File: src/rtl/ifetch_queue.sv
// Decoupled instruction-fetch front end: sequential PC generation, a small FIFO of
// {instr, PC, PC+4} fed by a 1-cycle InstructionRAM, and branch/jump redirect flush.
module ifetch_queue #(
   parameter int unsigned DEPTH    = 4,
   parameter logic [31:0] RESET_PC = 32'h0000_0000
) (
   input  logic                       CLK,
   input  logic                       RSTn,
   input  logic                       RedirectValid,
   input  logic [31:0]                RedirectPC,
   output logic                       ImemReq,
   output logic [31:0]                ImemAddr,
   input  logic [31:0]                ImemData,
   output logic                       ValidOut,
   input  logic                       ReadyIn,
   output logic [31:0]                InstrOut,
   output logic [31:0]                PCOut,
   output logic [31:0]                PCPlus4Out,
   output logic [$clog2(DEPTH):0]     Count
);

   localparam int unsigned AW = $clog2(DEPTH);
   localparam logic [AW-1:0] PTR_ONE = AW'(1);
   localparam logic [AW:0]   CNT_ONE = (AW+1)'(1);

   logic [31:0]   fetchPC;
   logic [31:0]   reqPC;
   logic          inFlight;
   logic [AW-1:0] head;
   logic [AW-1:0] tail;
   logic [AW:0]   count;

   logic [31:0]   instrMem [DEPTH];
   logic [31:0]   pcMem    [DEPTH];
   logic [31:0]   pc4Mem   [DEPTH];

   logic          push;
   logic          pop;
   logic          credit;
   logic [AW+1:0] occupancy;

   // Credit counts the in-flight fetch as occupied so a returning word always has a slot;
   // a pop in the same cycle frees one, keeping one fetch per cycle under backpressure release.
   always_comb begin
      push      = inFlight & ~RedirectValid;
      pop       = ValidOut & ReadyIn & ~RedirectValid;
      occupancy = {1'b0, count} + (AW+2)'(inFlight);
      credit    = (occupancy < (AW+2)'(DEPTH)) | pop;
      ImemReq   = credit & ~RedirectValid & RSTn;
      ImemAddr  = fetchPC;
   end

   always_comb begin
      ValidOut   = (count != '0);
      Count      = count;
      InstrOut   = '0;
      PCOut      = '0;
      PCPlus4Out = '0;
      if (ValidOut) begin
         InstrOut   = instrMem[head];
         PCOut      = pcMem[head];
         PCPlus4Out = pc4Mem[head];
      end
   end

   always_ff @(posedge CLK or negedge RSTn) begin
      if (!RSTn) begin
         fetchPC  <= RESET_PC;
         reqPC    <= '0;
         inFlight <= 1'b0;
         head     <= '0;
         tail     <= '0;
         count    <= '0;
      end else if (RedirectValid) begin
         fetchPC  <= RedirectPC;
         inFlight <= 1'b0;
         head     <= '0;
         tail     <= '0;
         count    <= '0;
      end else begin
         if (ImemReq) begin
            reqPC    <= fetchPC;
            fetchPC  <= fetchPC + 32'd4;
            inFlight <= 1'b1;
         end else begin
            inFlight <= 1'b0;
         end
         if (push) tail <= tail + PTR_ONE;
         if (pop)  head <= head + PTR_ONE;
         case ({push, pop})
            2'b10:   count <= count + CNT_ONE;
            2'b01:   count <= count - CNT_ONE;
            default: count <= count;
         endcase
      end
   end

   always_ff @(posedge CLK) begin
      if (push) begin
         instrMem[tail] <= ImemData;
         pcMem[tail]    <= reqPC;
         pc4Mem[tail]   <= reqPC + 32'd4;
      end
   end

   assert property (@(posedge CLK) disable iff (!RSTn) push |-> (count != (AW+1)'(DEPTH)));

endmodule

File: config.mk
export PLATFORM = sky130hd
export DESIGN_NAME = ifetch_queue
export DESIGN_NICKNAME = d
export VERILOG_FILES = /design/src/rtl/ifetch_queue.sv
export SDC_FILE = /design/constraint.sdc
export NUM_CORES = 1
export LEC_CHECK = 0
export ABC_AREA = 1
export CORE_ASPECT_RATIO = 1.1
export CORE_MARGIN = 3
export CORE_UTILIZATION = 55
export CTS_BUF_LIST = sky130_fd_sc_hd__clkbuf_8
export CTS_CLUSTER_SIZE = 25
export DETAILED_ROUTE_END_ITERATION = 7
export GPL_ROUTABILITY_DRIVEN = 0
export PLACE_DENSITY = 0.75
export SYNTH_ARGS = -nofsm -noshare
export SYNTH_HDL_FRONTEND = slang
export SYNTH_SLANG_ARGS = --single-unit
File: constraint.sdc
create_clock -name CLK -period 6.3 [get_ports CLK]
set_clock_uncertainty 0.1 [all_clocks]
set_input_delay 1.26 -clock CLK [delete_from_list [all_inputs] [get_ports CLK]]
set_output_delay 1.26 -clock CLK [all_outputs]
set_load 0.1 [all_outputs]
# Yosys cells after proc, flatten, opt, wreduce, memory -nomap -nowiden

Memory sizes are Yosys's and may differ from the RTL's.
Cells that the tools add are included.

Register bits: 72
Memory bits (writable): 384
Bits of input ports: 68
Output and inout port bits: 133
Memories: 3

Memories:

| name     | words | bits a word | rd ports | clocked after Yosys merged registers in | wr ports | line | RTL |
|---|---|---|---|---|---|---|---|
| instrMem | 4     | 32          | 1        | 0                                       | 1        | 33   | `logic [31:0] instrMem [DEPTH];` |
| pc4Mem   | 4     | 32          | 1        | 0                                       | 1        | 35   | `logic [31:0] pc4Mem [DEPTH];` |
| pcMem    | 4     | 32          | 1        | 0                                       | 1        | 34   | `logic [31:0] pcMem [DEPTH];` |

Add/sub/neg operators: 7
Magnitude comparators: 1
Eq/ne operators: 2
Mux-type cells: 15
Bitwise operators: 7
Reduce and logical (&&, ||, !) cells: 6

Operators with widths:

| operator                                             | count |
|---|---|
| 2-to-1 mux 32 bit                                    | 5 |
| adder 32 x 3 -> 32 bit (second input constant)       | 2 |
| 2-to-1 mux 2 bit                                     | 4 |
| one-hot mux 3 bit (2 select lines)                   | 1 |
| nonzero test 2 bit                                   | 3 |
| nonzero test 3 bit                                   | 2 |
| bitwise AND 1 bit                                    | 5 |
| adder 2 x 1 -> 2 bit (second input constant)         | 2 |
| adder 3 x 1 -> 4 bit                                 | 1 |
| < comparator 4 x 3 -> 1 bit (second input constant)  | 1 |
| 2-to-1 mux 1 bit                                     | 4 |
| adder 3 x 1 -> 3 bit (second input constant)         | 1 |
| 2-to-1 mux 3 bit                                     | 1 |
| subtractor 3 x 1 -> 3 bit (second input constant)    | 1 |
| equality test 2 x 1 -> 1 bit (second input constant) | 1 |
| equality test 2 bit (second input constant)          | 1 |
| AND reduction 2 bit                                  | 1 |
| inverter 1 bit                                       | 1 |
| bitwise OR 1 bit                                     | 1 |

# Depth between registers and ports, before layout

Depth in word-level cells: 8
Gate-level depth with buffers: 10
Mapped depth without buffers: 10

# Worst setup path after synthesis

No wires, ideal clock.

Kind: input port to flip-flop
Start: input port RedirectValid
End: memory instrMem[0][0] (enable)
Library setup time: 0.547 ns
Arrival time: 5.626 ns
Required time: 5.653 ns
Setup slack: 0.026 ns
Stages on the path: 4
Cell sequence: buf_2 > nor2_1 > inv_1 > nor2_1

Longest elaborated chain between the ends: 4

Ends and longest elaborated chain:

| item                                   | line | RTL |
|---|---|---|
| from (decl)                            | 9    | `input logic RedirectValid,` |
| inverter 1 bit (no source line)        | n/a  |  |
| bitwise AND 1 bit                      | 45   | `push = inFlight & ~RedirectValid;` |
| 2-to-1 mux 1 bit                       | 99   | `if (push) begin` |
| 2-to-1 mux 1 bit (implied by the code) | 100  | `instrMem[tail] <= ImemData;` |
| to (decl)                              | 33   |  |

Every way passes these cells.

# Final worst setup path

Start: register head[0]
End: output port PCOut[1]

Longest elaborated chain between the ends: 2

Ends and longest elaborated chain:

| item                   | line | RTL |
|---|---|---|
| from (decl)            | 29   | `logic [AW-1:0] head;` |
| from (signal assigned) | 89   | `if (pop) head <= head + PTR_ONE;` |
| memory (4 x 32 bit)    | n/a  |  |
| 2-to-1 mux 32 bit      | 59   | `if (ValidOut) begin` |
| to (decl)              | 17   | `output logic [31:0] PCOut,` |

Every way passes these cells.

==> out/results.tsv <==
metric	value	unit
CP max stage delay	1.22	ns
max_cap viols	0	
CP Cell Sequence	buf_4, nor2_1, nor2_1, o21ai_0, a21oi_1, clkdlybuf4s50_1	
# hold bufs at CTS	0	
post-CTS setup buffer count	0	
slew margin rel.	28.7	%
GRT Util Overall	24.9	%
worst min path class	reg2reg	
TritonCTS clock tree	yes	
Distinct cells, synth	33	
clock latency on the worst-skew pair	0.60	ns
H-tree Lvls	3	
Seq pwr share	33.6	%
Total Routed Length	46.8	mm
post-synthesis async set-or-reset flop share	16.1	%
final worst path period share	82.6	%
TritonCTS Buffers	70	
Iter 0 DRT Violations	1263	
Worst-Margin Slew	1.07	ns
Clock Power Share	20.2	%
share of the synthesized area in the top cell type	58.1	%
clock buffer depth	3	
Avg Cell Area, Syn	10.5	µm²
Setup violations, final	0	
FP Rows	71	
clk root buf	clkbuf_8	
status	completed	
Leakage Power	8.63	nW
DR pass1 iterations	6	
DP HPWL	29.0	mm
CP arrival	3.84	ns
ys flop type	edfxtp_1	
Via density	5.54	
slowest stage cell, crit path	clkdlybuf4s50_1	
Synth Cell Area	19400	µm²
Routed WL per cell	18.3	µm
die width	185	µm
layout cells sized above 1	10.2	%
max-slew violations	0	
CP bufs+invs	2	
Worst setup SP type	register	
cell taking the most area after synthesis	edfxtp_1	
sw frac	49.5	%
Peak supply drop	0.301	mV
fin cells	2551	
vias in the first global route	13900	
Crit Path Category	reg2out	
post-cts resize count	0	
Fmax	192	MHz
post-layout min period	5.20	ns
largest net degree at the start of global routing	101	
CTS clk-pin slew, worst paths	0.06	ns
placed cells	2427	
most common cell after layout, fill and taps aside	nor2_1	
setup TNS	0	ns
Synth Register Bits	448	
commonest cells after routing, fill and taps aside	447 x nor2_1, 376 x edfxtp_1, 282 x nand2_1, 217 x o21ai_0, 137 x clkdlybuf4s50_1	
initial antenna violation count	1	
WP data required	4.94	ns
CP max FO	62	
I/O pin count	201	
ANT cells	0	
I/O Buffers	200	
delay-heaviest family, CP	buffers and inverters	
Comb pwr share	46.1	%
Critical Path Sink Type	primary output	
Int Pwr	5.57	mW
Vias	14100	
full die area	37600	µm²
RSZ-0062 raised after global routing	no	
Power Dens Cells	482	nW/µm²
Ys Warns	0	
nets	2136	
Post-synth EDFFs	376	
sw power	5.46	mW
post-route ant nets	0	
die height	203	µm
P&R area growth vs syn	17.5	%
Fin. Hold Viols	0	
effective utilization at floorplan	56.3	%
wire length of the first global-routing pass	73.3	mm
DRC Markers	0	
core area	34600	µm²
gr ovfl total	0	
largest cells by area after synthesis	edfxtp_1 58%, dfrtp_1 9.3%, nor2_1 8.7%, o21ai_0 5.6%, nand2_1 5.4%	
most frequent CP cell	nor2_1	
Syn Nets	1935	
register area share after synthesis	67.3	%
CTS Sinks	448	
Gate Count Post-Synth	1860	
[cell type report]
type	count	area (µm²)
Clock buffer	76	1050
Inverter	107	404
Fill cell	2556	11700
Timing Repair Buffer	218	2020
Clock inverter	48	234
Sequential cell	448	13100
Tap cell	438	548
Multi-Input combinational cell	1216	5510
[logic make-up after synthesis]
family | share of synthesized area, %
simple gates | 17.6
fa+ha+maj | 0.489
xor+xnor | 1.04
compound gates | 9.10
buf+inv | 4.48
flops | 67.3
[metal layers]
layer	vias to the layer above	wire [µm]	GRT usage (%)
met5	-	13	0
met4	2	1400	9.35
met3	99	3860	4.53
met2	662	22800	41.3
met1	6657	18700	33.2
li1	6709	-	-
[power groups by stage]
stage                     clock, mW  sequential [mW]  combinational, mW
after floorplan                   0             3.90               3.76
after global placement            0             3.75               5.06
after detailed placement          0             3.76               5.10
after CTS                      2.27             3.70               5.11
after global routing           2.41             3.73               5.32
final                          2.23             3.71               5.08
[state kept, by name, summed over array words and instances (netlist names), 2 cells and up]
signal,flops
Count,3
pc4Mem,126
ImemAddr,32
instrMem,128
reqPC,32
tail,2
head,2
pcMem,122
[path summary, 6_finish.rpt]
check                         start       endpoint  slack (ns)  cells past startpoint
setup / recovery            head[0]       PCOut[1]        1.10                      6
hold / removal             reqPC[0]   pc4Mem[2][0]        0.43                      0
setup reg to reg           inFlight  pc4Mem[1][17]        3.86                      5
hold reg to reg            reqPC[0]   pc4Mem[2][0]        0.43                      0
max in group asynchronous      RSTn        head[0]        4.65                      2
min in group asynchronous      RSTn    ImemAddr[2]        0.48                      1
[Yosys cell counts (11+ instances only)]
| cell | count |
|---|---|
| nor2_1 | 451 |
| edfxtp_1 | 376 |
| nand2_1 | 282 |
| o21ai_0 | 217 |
| inv_1 | 99 |
| a21oi_1 | 98 |
| dfrtp_1 | 72 |
| nand3_1 | 51 |
| clkbuf_1 | 34 |
| buf_2 | 33 |
| o21ai_1 | 25 |
| xor2_1 | 18 |
| buf_4 | 16 |
| nor2_2 | 14 |
| nor3_1 | 11 |
[stage by stage]
step / total power, mW / util, % / hold slack, ns / cell area [µm²] / setup slack (ns)
6_report: 11.0 / 66.1 / 0.432 / 22900 / 1.10
5_1_grt: 11.5 / 66.1 / 0.446 / 22900 / 0.921
4_1_cts: 11.1 / 66.1 / 0.435 / 22900 / 1.03
3_5_place_dp: 8.86 / 62.4 / 0.420 / 21600 / 1.44
3_3_place_gp: 8.81 / 62.4 / 0.406 / 21600 / 1.47
2_1_floorplan: 7.66 / - / 0.376 / 19400 / 0.0263
[worst register-to-register path, cell delays in order (launching register included)]
cell and delay [ns]:
dfrtp_1 0.36, inv_1 0.06, nor2_1 0.20, inv_1 0.22, nor2_4 0.58, buf_4 0.53
No activity file was read; power rests on OpenSTA's default activity.
==> RTL edit 1: new RTL, same flow settings <==
Set the parameter `DEPTH` to 8 (it was 4).
--- a/src/rtl/ifetch_queue.sv
+++ b/src/rtl/ifetch_queue.sv
@@ -1,7 +1,7 @@
 // Decoupled instruction-fetch front end: sequential PC generation, a small FIFO of
 // {instr, PC, PC+4} fed by a 1-cycle InstructionRAM, and branch/jump redirect flush.
 module ifetch_queue #(
-   parameter int unsigned DEPTH    = 4,
+   parameter int unsigned DEPTH    = 8,
    parameter logic [31:0] RESET_PC = 32'h0000_0000
 ) (
    input  logic                       CLK,
Ports: changed (resized Count); port bits go from 201 to 202. No check against the original RTL was run, so the function may have changed too.
==> RTL edit 1 against the unedited design <==
  * Global-route usage rose by 1.3 points
  * Fmax is 2.4% lower
  * Area after synthesis rose by 74%
  * Power grew 69%
  * Cell count increased by 53%
  * Worst hold slack improved by 0.027 ns
  * Worst setup slack got worse by 0.13 ns
  * Routed wire length is 81% higher
  * Design area up 69%
  * Sequential cell count is 379 higher
  * Count of clock-buffer cells in the layout is 65 higher
  * Combinational power rose by 53%
  * Critical path type unchanged
  * Largest cell class unchanged
==> RTL edit 1: results (changes against the unedited design) <==
stage,metric,value,unit,change
outcome,status,finished clean,,
global_route,gr-usage-met1,0.3423,,+0.01015
synthesis,synthArstFlopShare,0.09069,,-0.07003
cells_and_area,buffers,237,,+8.7%
worst_setup_path,r2r_cells,9,,+4
cells_and_area,fillCellCount,4353,,+70%
global_route,grt_pass1_wl,130300,um,+78%
detailed_routing,route.vias.total,23025,,+63%
placement,port-buffer-count,201,,+0.50%
cells_and_area,area_growth,14.42,%,
synthesis,syn_inst,2788,,+50%
cells_and_area,final_nets,3061,,+43%
cells_and_area,multi_input_area_share,0.2112,,-0.02987
clock_network,cts_max_level,4,,+1
cells_and_area,buffer_area_frac,0.05720,,-0.03104
synthesis,ys_top_cells_by_count,"edfxtp_1 (752), nor2_1 (616), o21ai_0 (425), nand2_1 (205), o21ai_1 (108)",,
detailed_routing,drt-initial-drc-count,2181,,+73%
sta,hold_slack,0.4595,ns,+0.02709 ns
cells_and_area,top_regs,"instrMem (256), pc4Mem (256), pcMem (240)",,
synthesis,synth-adder-area-share,0.002224,,-0.002667
cells_and_area,num_antenna_cells,1,,+1
clock_network,cts_buffers,131,,+87%
detailed_routing,drt_pass1_iterations,7,,+1
global_route,grt_start_max_net_pins,180,,+78%
cells_and_area,fin_cells,3900,,+53%
pwr,p_leak,13.47,nW,+56%
worst_setup_path,worstReg2RegStart,reqPC[2],,
==> RTL edit 1: report_power, final <==
| group | total (mW) | internal, mW | leakage (nW) | switching (mW) |
|---|---|---|---|---|
| clock | 4.27 | 2.23 | 1.38 | 2.04 |
| combinational | 7.79 | 1.56 | 4.33 | 6.23 |
| sequential | 6.63 | 6.32 | 7.77 | 0.308 |
==> RTL edit 1: cell families after synthesis <==
| group | after synthesis |
|---|---|
| fa+ha+maj | 6 |
| simple gates | 914 |
| flops | 827 |
| xor+xnor | 40 |
| buf+inv | 256 |
| compound gates | 745 |
==> RTL edit 1: routing by layer <==
layer	share of wire	wire [um]
met1	0.40	33730
met2	0.49	41410
met3	0.083	7043
met4	0.028	2378
met5	0.00013	11
==> RTL edit 1: tightest hold or removal path: stages (launching register included) <==
cell and delay (ns):
dfrtp_1 0.39, nand2_1 0.07, nand3_1 0.07
==> RTL edit 2: new RTL, same settings <==
Made on the original files. Put a register stage on the output `Count`. The value now appears one clock later. The other outputs are not delayed to match.
--- a/src/rtl/ifetch_queue.sv
+++ b/src/rtl/ifetch_queue.sv
@@ -22,6 +22,8 @@
    localparam int unsigned AW = $clog2(DEPTH);
    localparam logic [AW-1:0] PTR_ONE = AW'(1);
    localparam logic [AW:0]   CNT_ONE = (AW+1)'(1);
+
+   logic [$clog2(DEPTH):0] Count_d;
 
    logic [31:0]   fetchPC;
    logic [31:0]   reqPC;
@@ -52,7 +54,7 @@
 
    always_comb begin
       ValidOut   = (count != '0);
-      Count      = count;
+      Count_d    = count;
       InstrOut   = '0;
       PCOut      = '0;
       PCPlus4Out = '0;
@@ -105,5 +107,9 @@
 
    assert property (@(posedge CLK) disable iff (!RSTn) push |-> (count != (AW+1)'(DEPTH)));
 
+   always_ff @(posedge CLK) begin
+      Count <= Count_d;
+   end
+
 endmodule
 
Function: changed (a bounded check fails within 4 cycles, from zero or initial values and one cycle with RSTn low).
==> RTL edit 2 against the unedited design <==
  * Die area rose by 0.47%
  * Critical path depth unchanged
  * Sequential cell count rose by 3
  * Worst setup slack better by 0.15 ns
  * Design area grew 1.5%
  * Non-clock buffer count rose by 1
  * Area after synthesis grew 0.48%
  * Routed wire length rose by 0.27%
  * Combinational power grew 3%
  * Clock power grew 4%
  * Power is 1.9% higher
  * Via count grew 0.69%
==> RTL edit 2: results (changes against the unedited design) <==
stage,metric,value,unit,change
cells_and_area,drive_gt1_frac,0.07917,,-0.02305
global_route,grt_pass1_wl,74460,um,+1.6%
synthesis,synth_area_leaders,"edfxtp_1 (58%), dfrtp_1 (9.2%), nor2_1 (8.6%), o21ai_0 (5.7%), nand2_1 (5.2%)",,
cells_and_area,final_nets,2142,,+0.28%
clock_network,cts_buffers,73,,+4.3%
detailed_routing,wl_met1,19330,um,+3.1%
global_route,gr-usage-all-layers,0.2526,,+0.003210
placement,dp_slack,1.971,ns,+0.5266 ns
synthesis,yosysSeqAreaShare,0.6732,,about the same
synthesis,synthArstFlopShare,0.1596,,-0.001069
synthesis,yosysWarnings,0,,unchanged
global_route,grt_antenna_before_repair,0,,-1
synthesis,yosys_most_used_dff,edfxtp_1,,
placement,post-dp-hpwl,28800,um,-0.84%
global_route,grtUsageMet3,0.05227,,+0.006957
detailed_routing,drt-initial-drc-count,1363,,+7.9%
synthesis,postSynthNetCount,1939,,+0.21%
clock_network,cts_max_level,3,,unchanged
detailed_routing,drt_pass1_iterations,5,,-1
global_route,grt_start_max_net_pins,190,,+88%
worst_setup_path,arrival,3.69,ns,-0.15 ns
synthesis,synth-adder-area-share,0.004867,,-0.00002349
synthesis,ys_top_cells_by_count,"nor2_1 (450), edfxtp_1 (376), nand2_1 (271), o21ai_0 (224)",,
global_route,gr-usage-met2,0.3990,,-0.01369
placement,port-buffer-count,200,,unchanged
synthesis,synth_edf_count,376,,unchanged
cells_and_area,layout_commonest_cell,nor2_1,,
clock_network,clk_pin_slew,0.06,ns,about the same
global_route,grt_pass1_vias,14011,,+1.0%
worst_setup_path,crit_path_max_fanout,189,,+200%
pwr,p_leak,8.628,nW,about the same
synthesis,synth-compound-area-share,0.09004,,-0.0009493
synthesis,synth_xor_area_frac,0.009862,,-0.0004980
cells_and_area,num_antenna_cells,0,,unchanged
cells_and_area,top_regs,"instrMem (128), pc4Mem (126), pcMem (122)",,
detailed_routing,vias_per_cell,5.557,,+0.33%
clock_network,postCtsSetupRepairBufs,0,,unchanged
detailed_routing,routed-wl-met3,3714,um,-3.7%
detailed_routing,route.met2.wl,22410,um,-1.6%
pwr,peakVddDrop,0.3792,mV,+26%
placement,dpl-instance-area,21850,um^2,+1.3%
detailed_routing,highest_layer,met4,,
outcome,status,finished clean,,
floorplan,coreArea,34650,um^2,+0.26%
global_route,gr-usage-met1,0.3482,,+0.01606
sta,max_slew.worst_pin.slew,1.061,ns,-0.004059 ns
synthesis,yosysUniqueCellTypes,33,,unchanged
detailed_routing,wl_per_cell,18.33,um,about the same
## RTL edit 2: cell count changes after synthesis, moves of 4 or more
cell,delta
o21ai_0,+7
nand3_1,+12
clkbuf_1,-12
clkbuf_2,+9
o21ai_1,-11
nand2_1,-11
buf_4,-4
buf_2,+5
## RTL edit 2: worst paths after layout
kind                                 start      endpoint  slack (ns)  depth (start not counted)
worst min-delay path            Count_d[2]      Count[2]        0.35                          0
worst max-delay path               head[0]      PCOut[5]        1.25                          6
worst min register to register  Count_d[2]      Count[2]        0.35                          0
max in group asynchronous             RSTn       head[0]        4.59                          2
min in group asynchronous             RSTn   ImemAddr[3]        0.80                          2
worst max register to register    inFlight  pcMem[1][30]        3.79                          5
## RTL edit 2: final cells by class
type / count / area (um^2)
inverter: 108 / 407.9
clock buffer: 81 / 1115
fill: 2605 / 11440
sequential: 451 / 13160
multi-input combinational: 1214 / 5520
tap: 438 / 548.0
timing repair buffer: 219 / 2215
clock inverter: 49 / 237.7
## RTL edit 2: critical path, stage by stage (launching register included)
cell and delay (ns):
dfrtp_4 0.44, buf_12 0.52, nor2_1 0.17, nor2_1 0.20, o21ai_0 0.11, a21oi_1 0.19
clkdlybuf4s50_1 1.17
## RTL edit 2: stage by stage
stage                     power, mW  instances
after floorplan               7.702       1864
after global placement        8.925       2430
after detailed placement      8.966       2430
after CTS                     11.28       2560
after global routing          11.67       2560
final                         11.23       2560
## RTL edit 2: cell families after synthesis
family | after synthesis
AO/OA/AOI/OAI | 347
XOR/XNOR | 22
adder cells (fa/ha/maj) | 7
buffers and inverters | 199
flip-flops | 451
AND/OR/NAND/NOR | 838
## RTL edit 2: report_power, final
group | total (mW) | switching (mW) | internal [mW]
registers | 3.70 | 0.213 | 3.49
clock network | 2.32 | 1.10 | 1.22
logic | 5.21 | 4.17 | 1.04
